$ cat src/rtl/mod_updn_cntr.sv
// mod_updn_cntr: parametrised modulo up/down counter with optional saturation,
// synchronous clamped parallel load, combinational terminal count, a registered
// boundary-event pulse and a sticky overflow flag.
//
// Legal parameters: WIDTH 2..32, MODULUS 2..2**WIDTH, RESET_VAL < MODULUS.
// MODULUS is a 64-bit parameter so that 2**32 stays representable.
module mod_updn_cntr #(
    parameter int unsigned     WIDTH     = 4,
    parameter longint unsigned MODULUS   = 16,
    parameter bit              SATURATE  = 1'b0,
    parameter int unsigned     RESET_VAL = 0
) (
    input  logic             clk,
    input  logic             reset,
    input  logic             en,
    input  logic             up_dn,
    input  logic             load,
    input  logic [WIDTH-1:0] load_val,
    input  logic             ovf_clr,
    output logic [WIDTH-1:0] cnt,
    output logic             tc,
    output logic             evt,
    output logic             ovf_sticky
);

    // The modulus needs WIDTH+1 bits when it equals 2**WIDTH; the largest
    // count value always fits in WIDTH bits.
    localparam logic [WIDTH:0]   MOD_EXT = (WIDTH+1)'(MODULUS);
    localparam logic [WIDTH-1:0] MAX_CNT = WIDTH'(MODULUS - 1);
    localparam logic [WIDTH-1:0] RST_CNT = WIDTH'(RESET_VAL);
    localparam logic [WIDTH-1:0] ONE     = {{(WIDTH-1){1'b0}}, 1'b1};

    logic [WIDTH-1:0] cnt_q, cnt_d;
    logic             evt_q, evt_d;
    logic             ovf_q, ovf_d;

    logic             at_max;
    logic             at_min;
    logic             load_fits;
    logic [WIDTH-1:0] load_clamped;
    logic [WIDTH:0]   cnt_plus;
    logic [WIDTH-1:0] cnt_minus;

    // Boundary detection, clamped load value and the two neighbouring counts.
    always_comb begin
        at_max       = (cnt_q == MAX_CNT);
        at_min       = (cnt_q == '0);
        load_fits    = ({1'b0, load_val} < MOD_EXT);
        load_clamped = load_fits ? load_val : MAX_CNT;
        cnt_plus     = {1'b0, cnt_q} + {1'b0, ONE};
        cnt_minus    = cnt_q - ONE;
    end

    // Next-state selection: load beats counting, counting beats hold.
    always_comb begin
        // NOTE: every combinational output gets a default first so no path
        // through the if/else leaves it unassigned and infers a latch.
        cnt_d = cnt_q;
        evt_d = 1'b0;
        ovf_d = ovf_q;

        if (load) begin
            cnt_d = load_clamped;
        end else if (en) begin
            if (up_dn) begin
                if (at_max) begin
                    evt_d = 1'b1;
                    cnt_d = SATURATE ? cnt_q : '0;
                end else begin
                    cnt_d = cnt_plus[WIDTH-1:0];
                end
            end else begin
                if (at_min) begin
                    evt_d = 1'b1;
                    cnt_d = SATURATE ? cnt_q : MAX_CNT;
                end else begin
                    cnt_d = cnt_minus;
                end
            end
        end

        // A boundary step on this edge beats a simultaneous clear request.
        if (evt_d) begin
            ovf_d = 1'b1;
        end else if (ovf_clr) begin
            ovf_d = 1'b0;
        end
    end

    // State registers with synchronous active-high reset.
    always_ff @(posedge clk) begin
        // NOTE: sequential state uses non-blocking assignments so every
        // register samples the pre-edge values regardless of statement order.
        if (reset) begin
            cnt_q <= RST_CNT;
            evt_q <= 1'b0;
            ovf_q <= 1'b0;
        end else begin
            cnt_q <= cnt_d;
            evt_q <= evt_d;
            ovf_q <= ovf_d;
        end
    end

    // Terminal count follows the present count and direction, independent of en.
    always_comb begin
        tc = up_dn ? at_max : at_min;
    end

    assign cnt        = cnt_q;
    assign evt        = evt_q;
    assign ovf_sticky = ovf_q;

endmodule

$ cat config.mk
export PLATFORM = sky130hd
export DESIGN_NAME = mod_updn_cntr
export DESIGN_NICKNAME = d
export VERILOG_FILES = /design/src/rtl/mod_updn_cntr.sv
export SDC_FILE = /design/constraint.sdc
export NUM_CORES = 1
export LEC_CHECK = 0
export CAP_MARGIN = 20
export CORE_AREA = 2 2 39 41
export DETAILED_ROUTE_END_ITERATION = 8
export DIE_AREA = 0 0 41 43
export SYNTH_ARGS = -nofsm -noshare
export SYNTH_HDL_FRONTEND = slang
export SYNTH_SLANG_ARGS = --single-unit
$ cat constraint.sdc
create_clock -name clk -period 3.4 [get_ports clk]
set_clock_uncertainty 0.05 [all_clocks]
set_input_delay 0.68 -clock clk [delete_from_list [all_inputs] [get_ports clk]]
set_output_delay 0.68 -clock clk [all_outputs]
set_load 0.01 [all_outputs]
==> metrics.csv, run 1 <==
metric,value,unit
"EDFF count, synth",0,
CTS tree,done,
slowest cell on the critical path,clkdlybuf4s50_1,
worst setup path class,in -> out,
"Reg clk slew, reported paths",50,ps
met1 usage,16.99,%
CP Cell Sequence,clkdlybuf4s50_1 > or3b_2 > o21ai_2 > clkdlybuf4s50_1,
Critical path buffers and inverters,2,
total negative slack,0,ps
M2 GR Usage,18.13,%
Hold Buf Count CTS,0,
Synth Area in Compound Gates,25.70,%
Longest Clk Path Bufs,2,
Die Ht,43,um
Min Hold Slack,420.1,ps
Reg2Reg Capture Point,cnt[0],
Worst Hold Launch,ovf_sticky,
Top-Level Pins,17,
hold crit path type,reg -> reg,
number of synthesis warnings,0,
Crit path required time,2670,ps
Static Leak,0.2337,nW
drt via density,4.976,
CP top delay family,buffers and inverters,
status,"complete, no violations",
met3 usage,4.712,%
vias in the first global route,352,
final setup fails,0,
GRT Util Overall,13.64,%
post-route cell area,609.3,sq um
final total power,0.2104,mW
clk_lat worst skew,250,ps
Hold EP,ovf_sticky,
syn avg cell area,8.083,sq um
Port-buffer cells,16,
GRT Max-Usage Layer,met2,
Fmax achieved,333.7,MHz
"Top cell by count, worst path",clkdlybuf4s50_1,
H-Tree Depth,1,
Critical Path AT,2270,ps
"Cell Area, Synth",404.1,sq um
hpwl dp,727.1,um
Tightest Pin Transition,295.6,ps
first-pass GRT wire length,1.531,mm
WL final,975,um
Pwr per Cell Area,345.4,nW/um^2
Relative slew margins,80.23,%
Post-Syn Nets,62,
largest family of logic cells by synthesized area,compound AO/OA/AOI/OAI gates,
RePlAce Congestion,0.7412,
Worst setup EP type,output port,
DRT antenna net count,0,
DR pass1 iterations,4,
CTS Root Cell,clkbuf_4,
pins over their slew limit,0,
drt wl/cell,11.47,um
# Max-Cap Violations,0,
maximum number of pins on one net before global-route repair,10,
nets@finish,83,
fin crit share,88.14,%
CP Launch Type,input pin,
Hold Path Stages,2,
mux cell area share after synthesis,5.263,%
sequential fraction of the synthesis area,29.72,%
Max VDD drop,0.1066,mV
PostCTS Resize Cnt,0,
final hold vios,0,
CTS Buf Count,3,
Area Overhead vs Synth,50.77,%
layout cell share with drive strength beyond 1,11.59,%
post-synthesis simple-gate area fraction,22.91,%
synth unique cells,25,
Synth Area in XOR/XNOR,4.334,%
reg2reg start,cnt[0],
main flop type after synthesis,dfxtp_1,
Vias,423,
antenna violations before repair,0,
synthesized flop and latch total,6,
"setup slack, reg-to-reg",1680,ps
DIE AREA,1763,sq um
setup repair bufs after CTS,0,
Core Rows,14,
core area,1384,sq um
DRC viols,0,
GRT overflow,0,
Placed Area,586.8,sq um
starting density of the core,29.20,%
Tmin final,2997,ps
Critical Path Fanout Max,2,
Synth Instances,50,
Synth async-reset ratio,0,%
# diodes,0,
number of cells on the worst reg-to-reg path,6,
die width,41,um
clock sinks,6,
initial drt markers,8,
delay of the slowest critical-path stage,550,ps
area share of fa/ha/maj cells after synthesis,6.192,%
RSZ-0062 raised after global routing,no,
## per-layer routing
layer | wire length, um | part of all wire, % | vias up
met5 | 0 | 0 | -
met4 | 21 | 2.2 | 0
met3 | 85 | 8.7 | 4
met2 | 442 | 45 | 18
met1 | 426 | 44 | 183
li1 | - | - | 218
## cells by family (layout without fill, tap and decap cells)
family                   Yosys count  count (layout)
AND/OR/NAND/NOR                   16              16
flip-flops                         6               6
adder cells (fa/ha/maj)            2               2
multiplexers                       2               2
buffers and inverters              6              25
XOR/XNOR                           2               2
AO/OA/AOI/OAI                     16              16
## cell usage after synthesis (2+ instances only)
cell type  number  share of area, %
nand2_1         3               2.8
ha_1            2               6.2
dfxtp_1         6                30
nand2b_1        3               4.6
a21oi_1         6               7.4
inv_1           5               4.6
nor2_1          2               1.9
nand4_1         2               3.1
xnor2_1         2               4.3
o21ai_0         4               5.0
## worst max-delay path by stage
stage | start | endpoint | depth (start not counted)
2_1_floorplan | up_dn | tc | 2
6_report | up_dn | tc | 4
3_5_place_dp | up_dn | tc | 4
5_1_grt | up_dn | tc | 4
4_1_cts | up_dn | tc | 4
3_3_place_gp | up_dn | tc | 4
## registers in the layout, summed over array words and instances (netlist names)
name	count
cnt	4
ovf_sticky	1
evt	1
## tightest hold or removal path, stage by stage, from the launching register on
cell and delay, ps:
dfxtp_1 300, nand2b_1 60, a21oi_1 60
## area by class of cell
class	instances	area (sq um)
tap	16	20.02
fill	156	774.5
inverter	5	18.77
timing repair buffer	17	167.7
multi-input combinational	38	260.3
sequential	6	120.1
clock buffer	3	22.52
## stage by stage
step	worst slack [ps]	instances	utilization [%]
CTS	402.0	85	44.03
detailed placement	399.1	82	42.41
finish	403.3	85	44.03
global route	334.1	85	44.03
floorplan	1356	50	-
global placement	404.1	82	42.41
## cells in the final DEF, fill, tap and decap left out
cell	synthesis	layout
or3b_2	1	1
or3_1	1	1
a311o_1	1	1
buf_4	0	1
o22ai_2	1	1
ha_1	2	2
o221ai_1	1	1
dfxtp_1	6	6
and3_1	1	1
nor3b_1	1	1
o21ai_2	1	1
inv_1	5	5
nand2_1	3	3
nand2b_1	3	3
clkdlybuf4s50_1	0	16
mux2i_1	1	1
clkbuf_4	0	3
nor2b_1	1	1
or2b_1	1	1
mux2_2	1	1
a21oi_1	6	6
a31oi_1	1	1
nand4_1	2	2
xnor2_1	2	2
o21ai_0	4	4
nor2_1	2	2
o21a_1	1	1
## report_power, final
group	internal (mW)	switching, mW
Clock	0.0402	0.0293
Combinational	0.0350	0.0237
Sequential	0.0749	0.00732
(Power assumes the default switching activity.)
==> inputs of run 2 (changes only) <==
Settings changed: HOLD_SLACK_MARGIN set to 0.08.
==> results of run 2 <==
The final DEF is identical to that of run 1; final timing and power are the same.
